`src/rtl/veririsc_pkg.sv`:
```
// Shared types for the VeriRISC sequencer: opcode and phase encodings plus the ALUOP set.
package veririsc_pkg;

  typedef enum logic [2:0] {
    HLT = 3'd0, SKZ = 3'd1, ADD = 3'd2, AND = 3'd3,
    XOR = 3'd4, LDA = 3'd5, STO = 3'd6, JMP = 3'd7
  } opcode_t;

  typedef enum logic [2:0] {
    INST_ADDR = 3'd0, INST_FETCH = 3'd1, INST_LOAD = 3'd2, IDLE = 3'd3,
    OP_ADDR   = 3'd4, OP_FETCH   = 3'd5, ALU_OP    = 3'd6, STORE = 3'd7
  } phase_t;

  // One bit per opcode value: ADD, AND, XOR and LDA read memory and load the accumulator.
  localparam logic [7:0] ALUOP_MASK = 8'b0011_1100;

  function automatic logic is_aluop(input opcode_t op);
    return ALUOP_MASK[op];
  endfunction

endpackage

```
`src/rtl/veririsc_ctrl_if.sv`:
```
// Sequencer bus: opcode/zero (and step when VERIRISC_CTRL_STEP_EN) in, phase and control strobes out.
interface veririsc_ctrl_if;
  import veririsc_pkg::*;

  opcode_t opcode;
  logic    zero;
`ifdef VERIRISC_CTRL_STEP_EN
  logic    step;
`endif
  phase_t  phase;
  logic    sel, rd, ld_ir, halt, inc_pc, ld_ac, ld_pc, wr, data_e;

  modport slave (
    input  opcode, zero,
`ifdef VERIRISC_CTRL_STEP_EN
    input  step,
`endif
    output phase, sel, rd, ld_ir, halt, inc_pc, ld_ac, ld_pc, wr, data_e
  );

  modport master (
    output opcode, zero,
`ifdef VERIRISC_CTRL_STEP_EN
    output step,
`endif
    input  phase, sel, rd, ld_ir, halt, inc_pc, ld_ac, ld_pc, wr, data_e
  );
endinterface

```
`src/rtl/veririsc_phase_gen.sv`:
```
// Wrapping 3-bit phase register; advances only when adv is set, freeze flags a held cycle.
module veririsc_phase_gen
  import veririsc_pkg::*;
(
  input  logic   clk,
  input  logic   rst,
  input  logic   adv,
  output phase_t phase,
  output logic   freeze
);

  always_ff @(posedge clk or posedge rst) begin
    if (rst)      phase <= INST_ADDR;
    else if (adv) phase <= phase_t'(phase + 3'd1);
  end

  assign freeze = !adv;

endmodule

```
`src/rtl/veririsc_ctrl.sv`:
```
// VeriRISC instruction sequencer: 8-phase cycle, halt latch and strobe decode.
// Optional single-step gating at INST_ADDR with `define VERIRISC_CTRL_STEP_EN.
module veririsc_ctrl
  import veririsc_pkg::*;
(
  input  logic            clk,
  input  logic            rst,
  veririsc_ctrl_if.slave  bus
);

  phase_t phase;
  logic   halted, hlt_now, adv, freeze, aluop;

  // Halt is evaluated in OP_ADDR only; the HLT edge itself must not move the phase on.
  always_comb begin
    hlt_now = (phase == OP_ADDR) && (halted || bus.opcode == HLT);
`ifdef VERIRISC_CTRL_STEP_EN
    adv     = !hlt_now && ((phase != INST_ADDR) || bus.step);
`else
    adv     = !hlt_now;
`endif
  end

  veririsc_phase_gen u_phase (
    .clk    (clk),
    .rst    (rst),
    .adv    (adv),
    .phase  (phase),
    .freeze (freeze)
  );

  // A frozen OP_ADDR can only mean halt entry or an existing halt.
  always_ff @(posedge clk or posedge rst) begin
    if (rst)                              halted <= 1'b0;
    else if (phase == OP_ADDR && freeze)  halted <= 1'b1;
  end

  assign aluop     = is_aluop(bus.opcode);
  assign bus.phase = phase;

  always_comb begin
    bus.sel    = 1'b0;
    bus.rd     = 1'b0;
    bus.ld_ir  = 1'b0;
    bus.halt   = 1'b0;
    bus.inc_pc = 1'b0;
    bus.ld_ac  = 1'b0;
    bus.ld_pc  = 1'b0;
    bus.wr     = 1'b0;
    bus.data_e = 1'b0;
    case (phase)
      INST_ADDR:  bus.sel = 1'b1;
      INST_FETCH: begin
        bus.sel = 1'b1;
        bus.rd  = 1'b1;
      end
      INST_LOAD, IDLE: begin
        bus.sel   = 1'b1;
        bus.rd    = 1'b1;
        bus.ld_ir = 1'b1;
      end
      OP_ADDR: begin
        bus.inc_pc = !halted;
        bus.halt   = hlt_now;
      end
      OP_FETCH:   bus.rd = aluop;
      ALU_OP: begin
        bus.rd     = aluop;
        bus.inc_pc = (bus.opcode == SKZ) && bus.zero;
        bus.ld_pc  = (bus.opcode == JMP);
        bus.data_e = (bus.opcode == STO);
      end
      STORE: begin
        bus.rd     = aluop;
        bus.ld_ac  = aluop;
        bus.ld_pc  = (bus.opcode == JMP);
        bus.wr     = (bus.opcode == STO);
        bus.data_e = (bus.opcode == STO);
      end
      default: ;
    endcase
  end

endmodule

```
`src/flat_wrapper.sv`:
```
// flat-port wrapper written by rule: the top's interface ports become plain ports
module veririsc_ctrl_flat import veririsc_pkg::*;
  (clk, rst, bus_opcode, bus_zero, bus_phase, bus_sel, bus_rd, bus_ld_ir, bus_halt, bus_inc_pc, bus_ld_ac, bus_ld_pc, bus_wr, bus_data_e);
  veririsc_ctrl_if bus_i ();
  input  logic clk;
  input  logic rst;
  input wire logic [$bits(bus_i.opcode)-1:0] bus_opcode;
  input wire logic [$bits(bus_i.zero)-1:0] bus_zero;
  output wire logic [$bits(bus_i.phase)-1:0] bus_phase;
  output wire logic [$bits(bus_i.sel)-1:0] bus_sel;
  output wire logic [$bits(bus_i.rd)-1:0] bus_rd;
  output wire logic [$bits(bus_i.ld_ir)-1:0] bus_ld_ir;
  output wire logic [$bits(bus_i.halt)-1:0] bus_halt;
  output wire logic [$bits(bus_i.inc_pc)-1:0] bus_inc_pc;
  output wire logic [$bits(bus_i.ld_ac)-1:0] bus_ld_ac;
  output wire logic [$bits(bus_i.ld_pc)-1:0] bus_ld_pc;
  output wire logic [$bits(bus_i.wr)-1:0] bus_wr;
  output wire logic [$bits(bus_i.data_e)-1:0] bus_data_e;
  assign bus_i.opcode = bus_opcode;
  assign bus_i.zero = bus_zero;
  assign bus_phase = bus_i.phase;
  assign bus_sel = bus_i.sel;
  assign bus_rd = bus_i.rd;
  assign bus_ld_ir = bus_i.ld_ir;
  assign bus_halt = bus_i.halt;
  assign bus_inc_pc = bus_i.inc_pc;
  assign bus_ld_ac = bus_i.ld_ac;
  assign bus_ld_pc = bus_i.ld_pc;
  assign bus_wr = bus_i.wr;
  assign bus_data_e = bus_i.data_e;
  veririsc_ctrl u_core (.clk(clk), .rst(rst), .bus(bus_i));
endmodule
```
`config.mk`:
```
export PLATFORM = sky130hd
export DESIGN_NAME = veririsc_ctrl_flat
export DESIGN_NICKNAME = d
export VERILOG_FILES = /design/src/rtl/veririsc_pkg.sv /design/src/rtl/veririsc_ctrl_if.sv /design/src/rtl/veririsc_phase_gen.sv /design/src/rtl/veririsc_ctrl.sv /design/src/flat_wrapper.sv
export SDC_FILE = /design/constraint.sdc
export NUM_CORES = 1
export LEC_CHECK = 0
export ABC_CLOCK_PERIOD_IN_PS = 2500
export CAP_MARGIN = 20
export CORE_AREA = 2 2 39 41
export DETAILED_ROUTE_END_ITERATION = 12
export DIE_AREA = 0 0 41 43
export HOLD_SLACK_MARGIN = 0.06
export PLACE_DENSITY_LB_ADDON = 0.15
export SETUP_SLACK_MARGIN = 0.1
export SLEW_MARGIN = 15
export SYNTH_ARGS = -nofsm -noshare
export SYNTH_HDL_FRONTEND = slang
export SYNTH_SLANG_ARGS = --single-unit
```
`constraint.sdc`:
```
create_clock -name clk -period 2.5 [get_ports clk]
set_input_delay 0.75 -clock clk [delete_from_list [all_inputs] [get_ports clk]]
set_output_delay 0.75 -clock clk [all_outputs]
set_load 0.03 [all_outputs]
```
### Word-level counts from Yosys, hierarchy flattened

Memory sizes are Yosys's and may differ from the RTL's.
Cells that the tools add are included.

* add/subtract/negate cells: 1
* eq/ne operators: 10
* mux-type cells: 10
* magnitude comparators: 1
* reductions and logical operators: 12

Operator list (count)
* $eq 3x3->1 const B: 6
* $mux 1: 8
* $eq 3x1->1 const B: 2
* $eq 3x2->1 const B: 2
* $logic_not 3->1: 2
* $reduce_or 3->1: 2
* $lt 3x4->1 const B: 1
* $pmux 1 s2: 2
* $reduce_or 2->1: 2
* $reduce_or 4->1: 1
* $add 3x1->3 const B: 1
* $logic_and 1x1->1: 3
* $logic_not 1->1: 1
* $logic_or 1x1->1: 1

* memories: 1
* logic and storage cells: 37
* output and inout port bits: 12
* bits in read-only memories: 8
* flip-flop bits (word level): 4

Memories
* (no name shown): words 8, width 1, rd ports 1, clocked after Yosys merged registers in 0, write ports 0, RTL line veririsc_pkg.sv:18 `return ALUOP_MASK[op];`

### Logic depth before layout (Yosys ltp)

Gate-level depths: netlist of the first run.

* depth after elaboration: 4
* depth in mapped cells: 5
* mapped depth without buffers: 5

### Modules after synthesis

Synthesis of the first run repeated with hierarchy kept, for this count alone.

* cells, all modules: 33
* area, all modules: 302.8 um2

Modules (own cells, without submodules)
* veririsc_ctrl: area an instance 171.4 um2, times used 1, cells each 23
* veririsc_phase_gen: area an instance 131.4 um2, times used 1, cells each 10

### Least setup slack after synthesis of the first run

No wires, ideal clock.

* path type: register -> output
* from: register u_core.u_phase.phase[1]
* to: output port bus_ld_pc
* path buffers: 0
* path slack: -0.030 ns
* arrival: 1.780 ns
* stages on the path, launching flop included: 5
* cells stage by stage: dfrtp_1 -> ha_1 -> ha_1 -> a21oi_1 -> nor3b_1

* cells in the longest elaborated chain, start to end: 3

RTL lines
* start: declaration: RTL line veririsc_phase_gen.sv:8 `output phase_t phase,`
* start signal: assignment: RTL line veririsc_phase_gen.sv:14 `else if (adv) phase <= phase_t'(phase + 3'd1);`
* $eq 3x3->1: RTL line veririsc_ctrl.sv:51 `case (phase)`
* $reduce_or 2->1 (no source line) (*)
* $mux 1 (*)
* end: declaration: RTL line flat_wrapper.sv:16 `output wire logic [$bits(bus_i.ld_pc)-1:0] bus_ld_pc;`

Every way passes the cells marked *; elsewhere a longest branch is shown, timed or not.

### Worst setup path after layout of the first run

* from: input port bus_opcode[1]
* to: output port bus_rd

* cells in the longest elaborated chain, start to end: 3

RTL lines
* start: declaration: RTL line flat_wrapper.sv:7 `input wire logic [$bits(bus_i.opcode)-1:0] bus_opcode;`
* $mem_v2 8x1
* $mux 1 (not written as such): RTL line veririsc_pkg.sv:18
* $pmux 1 s2: RTL line veririsc_ctrl.sv:51
* end: declaration: RTL line flat_wrapper.sv:11 `output wire logic [$bits(bus_i.rd)-1:0] bus_rd;`

No other way between the ends. The select of a mux whose other input is x is not followed.

==> results.md, run 1 <==
- Hold_buf cts: 0
- # setup viols final: 0
- Worst-Margin Slew: between 0.3 and 0.4 ns
- Row count: 14
- Initial antenna violation count: 0
- Cell count after synthesis: 38
- Syn. warnings: 0
- DR iter-0 viols: 3
- Clock Latency Late Sink: roughly 0.24 ns
- Seq/Total Area, Yosys: ~28%
- R2r setup slk: roughly 1.0 ns
- Gr usage total: 12.59%
- Setup Skew: around 0.00063 ns
- CTS buffer count: 3
- DIE WIDTH: ~40 um
- Clock transition at the registers of the reported paths: 0.04 ns
- PwrDens: roughly 1300 nW/um^2
- Main synth FF type: dfrtp_1
- Share of power burned in the clock network: 8.0%
- Critical path arrival: 1.63 ns
- Die height: 43 um
- Max Fclk: between 400 and 500 MHz
- Yosys top cell by area: dfrtp_1
- Reg2reg path depth: 6
- Syn_area_per_cell: between 9 and 10 um^2
- Sequential share of power: between 10% and 20%
- Seq cells post-synth: 4
- CTS tree: built
- Root Buffer: clkbuf_4
- Total design power: about 1000 uW
- Reg-to-Reg End: u_core.u_phase.phase[1]
- Reg-to-Reg Start: u_core.u_phase.phase[1]
- Crit-path max FO: 3
- Hold depth: 1
- Count leader, synth: ha_1
- Switching share of power: ~45%
- Wire per inst: a little over 10 um
- Antenna viol nets, final: 0
- Antenna diodes: 0
- Max-slew violation count: 0
- Post-synth EDFFs: 0
- Tcrit/Tclk final: 95.19%
- H-tree depth: 1
- Worst hold path class: reg2reg
- WHS Endpoint: u_core.halted
- Post-layout minimum cycle time: 2.380 ns
- Routed Wire Length: 912 um
- Die ar.: ~1800 um^2
- Critical Path End Type: output port
- Psw: approximately 460 uW
- Global-route wire length before repair: between 1000 and 1500 um
- Asr flop ratio synth: 100.0%
- Leak: around 0.00036 uW
- Max_cap viols: 0
- Share of cells above drive strength 1: between 60% and 70%
- Vias per cell: roughly 4.5
- Outcome: finished clean
- Layout area overhead: 114.2%
- Synth unique cells: 18
- WS Path Type: in2out
- Cell Area, Synth: ~350 um^2
- HPWL after DPL: 687.1 um
- Ranking of synthesized cells by area: dfrtp_1 28%, ha_1 21%, inv_1 5.3%
- Internal power: between 500 and 600 uW
- IO Pins: 18
- Synth cell count leaders: 6 x ha_1, 5 x inv_1, 4 x dfrtp_1, 3 x nand2_1, 3 x nor2_1
- DRT Pass-1 Iters: 2
- Core Util, Final: between 50% and 60%
- Placer congestion estimate: ~0.65
- RSZ-0062 raised after global routing: yes
- GR Overflow Total: 0
- Worst Hold Launch: u_core.halted
- Gate power share: approximately 80%
- Peak supply drop: 0.5782 mV
- Starting Density: between 20% and 30%
- CTS max path bufs: 2
- Slew HR: 79.33%
- Net Count, Synth: 50
- Vias: around 400
- Hold Vio Cnt, Final: 0
- Layout Nets: 87
- Top-area cell type share of the netlist area: 28.37%
- CP startpoint: bus_opcode[1]
- Remaining DRCs: 0
- Port bufs: 17
- CTS Sinks: 4
- Largest net degree at the start of global routing: 6
- Number of global-route vias before repair: roughly 360
- Worst EP required: ~1.8 ns
- Critical Path Start Type: input port
- Total core area: 1384 um^2
- Final setup TNS: 0 ns
-- cells by family after synthesis --
family | synth area share (%)
xor gates and xnor gates | 4.965
adders and majority gates | 21.28
buffers and inverters | 5.320
DFF | 28.37
muxes | 4.254
AOI/OAI and AO/OA | 14.18
and+or+nand+nor | 21.63
-- placed cells by master, fill, tap and decap left out --
| master | synthesis | layout |
|---|---|---|
| a211o_1 | 1 | 1 |
| a21o_1 | 1 | 1 |
| a21oi_2 | 0 | 1 |
| a41oi_2 | 0 | 1 |
| buf_2 | 0 | 1 |
| buf_4 | 0 | 20 |
| buf_6 | 0 | 3 |
| clkbuf_4 | 0 | 3 |
| clkdlybuf4s15_2 | 0 | 2 |
| clkdlybuf4s50_1 | 0 | 4 |
| dfrtp_1 | 4 | 4 |
| dlygate4sd2_1 | 0 | 2 |
| ha_1 | 6 | 1 |
| ha_2 | 0 | 2 |
| ha_4 | 0 | 3 |
| inv_1 | 5 | 5 |
| mux2_4 | 1 | 1 |
| nand2_1 | 3 | 3 |
| nand2b_1 | 1 | 1 |
| nor2_1 | 3 | 2 |
| nor2_4 | 0 | 1 |
| nor2b_1 | 2 | 1 |
| nor2b_2 | 0 | 1 |
| nor3_2 | 1 | 3 |
| nor3b_2 | 0 | 2 |
| o211ai_2 | 1 | 1 |
| o21bai_1 | 1 | 1 |
| xnor2_1 | 2 | 1 |
| xnor2_2 | 0 | 1 |
-- area by class of cell --
class / count / area, um^2
fill: 130 / 628.1
clock buffer: 3 / 22.52
multi-input combinational: 29 / 325.3
inverter: 5 / 18.77
sequential: 4 / 100.1
timing repair buffer: 32 / 269.0
tap: 16 / 20.02
-- metal layers --
layer	global-route usage, %	up-vias	part of all wire [%]
met5	0	-	0
met4	12.00	0	3.9
met3	1.571	4	6.7
met2	19.06	13	52
met1	13.96	183	38
li1	-	202	-
-- power groups by stage --
stage	clock network [uW]	logic (uW)	registers [uW]
4_1_cts	85.0	741	118
6_report	80.8	816	118
2_1_floorplan	0	335	178
5_1_grt	91.6	883	122
3_3_place_gp	0	722	120
3_5_place_dp	0	721	119
-- worst max-delay path by stage --
| stage | to |
|---|---|
| after detailed placement | bus_rd |
| after global placement | bus_rd |
| final | bus_rd |
| after global routing | bus_rd |
| after CTS | bus_rd |
| after floorplan | bus_rd |
-- timing repair --
item / CTS / global route
gates resized for setup: 24 / 11
setup endpoints to repair: 8 / 4
pin swaps: 5 / 7
setup buffers: 0 / 1
-- sequential cells by signal, indices dropped and copies added, names as in the netlist --
signal and count:
u_core.u_phase.phase 3, u_core.halted 1
-- metrics by stage --
stage	hold slack, ns	cell area [um^2]	instances	setup slack, ns
floorplan	0.4782	372.9	38	0.08569
global placement	0.4955	650.6	85	-0.6910
detailed placement	0.5087	650.6	85	-0.6957
CTS	0.5181	705.7	88	0.07971
global route	0.5636	755.7	89	0.08208
finish	0.5339	755.7	89	0.1203
-- critical path, stage by stage --
cell	delay, ns
clkdlybuf4s15_2	0.20
xnor2_2	0.19
nand2_1	0.08
a211o_1	0.26
buf_6	0.14
Note: power is estimated with default switching activity, not from simulation.
==> run 2: changes to the inputs <==
--- a/config.mk
+++ b/config.mk
@@ -5,13 +5,14 @@
 export SDC_FILE = /design/constraint.sdc
 export NUM_CORES = 1
 export LEC_CHECK = 0
-export ABC_CLOCK_PERIOD_IN_PS = 2500
 export CAP_MARGIN = 20
 export CORE_AREA = 2 2 39 41
 export DETAILED_ROUTE_END_ITERATION = 12
 export DIE_AREA = 0 0 41 43
+export GPL_TIMING_DRIVEN = 0
 export HOLD_SLACK_MARGIN = 0.06
 export PLACE_DENSITY_LB_ADDON = 0.15
+export RECOVER_POWER = 50
 export SETUP_SLACK_MARGIN = 0.1
 export SLEW_MARGIN = 15
 export SYNTH_ARGS = -nofsm -noshare
==> run 2 against run 1 <==
Against the previous run: largest cell class unchanged; worst hold slack lost 0.039 ns; maximum frequency is essentially flat; count of clock-buffer cells in the layout is the same; critical path type unchanged; final area shrank 21%; via count shrank 13%; critical endpoint is now bus_inc_pc; final cell count shrank 12%; sequential cell count is the same; die area is the same; largest power group unchanged; clock skew is essentially flat.
==> results.md, run 2 (synthesized netlist as in run 1, its figures left out) <==
- Critical Path End Type: output port
- Tcrit/Tclk final: between 90% and 100%
- Clock Latency Late Sink: 0.23 ns
- Row count: 14
- Placer congestion estimate: roughly 0.65
- Worst EP required: roughly 1.8 ns
- CTS max path bufs: 2
- Routed Wire Length: about 770 um
- PwrDens: around 1400 nW/um^2
- Most frequent cells in the layout: 6 x buf_2, 4 x inv_1, 4 x clkbuf_4, 4 x buf_4
- Peak supply drop: around 0.50 mV
- Number of global-route vias before repair: ~320
- CTS Sinks: 4
- H-tree depth: 1
- Placed Cells: approximately 70
- Filler Cell Count: 150
- Setup Skew: around 0.0004 ns
- Top reg by flops: u_core.u_phase.phase
- Critical Path Start Type: input port
- DRT Pass-1 Iters: 2
- Largest regs: u_core.u_phase.phase (3), u_core.halted (1)
- Crit-path max FO: 1
- Layout area overhead: 68.44%
- CTS buffer count: 3
- RSZ-0062 raised after global routing: yes
- Outcome: finished clean
- Wire per inst: just under 10 um
- Max Fclk: 420.4 MHz
- Starting Density: around a quarter
- Antenna diodes: 0
- Post-layout minimum cycle time: 2.379 ns
- Leak: around 0.00029 uW
- Global-route wire length before repair: between 1000 and 1500 um
- Antenna viol nets, final: 0
- Die height: ~43 um
- Gr usage total: under 10%
- Clock transition at the registers of the reported paths: 0.04 ns
- Multi-input gate area: 269.0 um^2
- Critical Path, Cell by Cell: clkdlybuf4s50_1 -> a41oi_1 -> nor3_2 -> buf_4
- # setup viols final: 0
- WS Path Type: in2out
- Die ar.: ~1800 um^2
- Total core area: approximately 1400 um^2
- Worst hold path class: reg2reg
- Most common cell after layout, fill and taps aside: buf_2
- Delay-heaviest family, CP: buffers and inverters
- Vias: between 300 and 400
- Slew HR: roughly four fifths
- Largest net degree at the start of global routing: 8
- Largest stage delay, worst path: roughly 0.46 ns
- Slowest CP cell: clkdlybuf4s50_1
- Vias per cell: around 4.5
- Remaining DRCs: 0
- CTS tree: built
- DR iter-0 viols: 2
- IO Pins: 18
- Max FFs per register: 3
- DIE WIDTH: ~41 um
- Layout Cells excl Fill: a little under 80
- Initial antenna violation count: 0
- Worst-Margin Slew: 0.3057 ns
- Share of cells above drive strength 1: between 40% and 50%
- Layout Nets: 76
- Seq. cell area: 102.6 um^2
- GR Overflow Total: 0
- Core Util, Final: a little over two fifths
- CP Buf/Inv Count: 2
- Root Buffer: clkbuf_4
- Hold Vio Cnt, Final: 0
- Max_cap viols: 0
- Max-slew violation count: 0
- Port bufs: 17
- Critical path arrival: ~1.6 ns
==> run 2: cell count changes in the layout (fill, tap and decap cells not counted), sizes merged <==
cell	previous run	this run
clkbuf	3	5
clkdlybuf4s50	4	2
dlygate4sd3	0	3
buf	24	11
clkdlybuf4s15	2	1
==> run 2: final cells by class <==
class / count / share of cell area, %
Sequential cell: 4 / 17.26
Inverter: 5 / 3.158
Tap cell: 16 / 3.368
Multi-Input combinational cell: 29 / 45.26
Clock buffer: 3 / 3.789
Timing Repair Buffer: 21 / 27.16
==> run 2: repair_timing <==
item | CTS | global route
setup buffers | 2 | 2
gates cloned | 0 | 0
endpoints found under the setup margin | 9 | 6
pin swaps | 3 | 1
resized for setup | 54 | 7
hold buffers | 0 | 0
==> run 2: final timing paths <==
check | startpoint | to | slack [ns] | cells past startpoint
worst max register to register | u_core.u_phase.phase[1] | u_core.u_phase.phase[1] | 0.89 | 6
min in group asynchronous | rst | u_core.halted | 0.84 | 2
worst min register to register | u_core.halted | u_core.halted | 0.49 | 1
worst max-delay path | bus_zero | bus_inc_pc | 0.12 | 4
max in group asynchronous | rst | u_core.u_phase.phase[0] | 1.50 | 2
worst min-delay path | u_core.halted | u_core.halted | 0.49 | 1
==> run 2: routing by layer <==
metal	track usage (%)	share of wire, %
met1	11.11	39
met2	16.25	54
met3	2.094	7.4
met4	6.000	0
met5	0	0
==> run 2: through the flow <==
stage          hold slack (ns)  power [uW]  instance area, um^2  setup WS [ns]  TNS [ns]
2_1_floorplan           0.4782       512.4                372.9        0.08569         0
3_3_place_gp            0.5026       727.7                563.0        -0.7636    -4.112
3_5_place_dp            0.5129       724.1                563.0        -0.7496    -4.109
4_1_cts                 0.5249       806.5                575.6        0.05502         0
5_1_grt                 0.5258       887.5                594.3        0.06272         0
6_report                0.4945       810.7                594.3         0.1215         0
==> run 2: power breakdown <==
part | internal (uW) | switching [uW]
Clock | 53.5 | 23.1
Combinational | 253 | 338
Sequential | 97.1 | 45.8
Total | 404 | 407
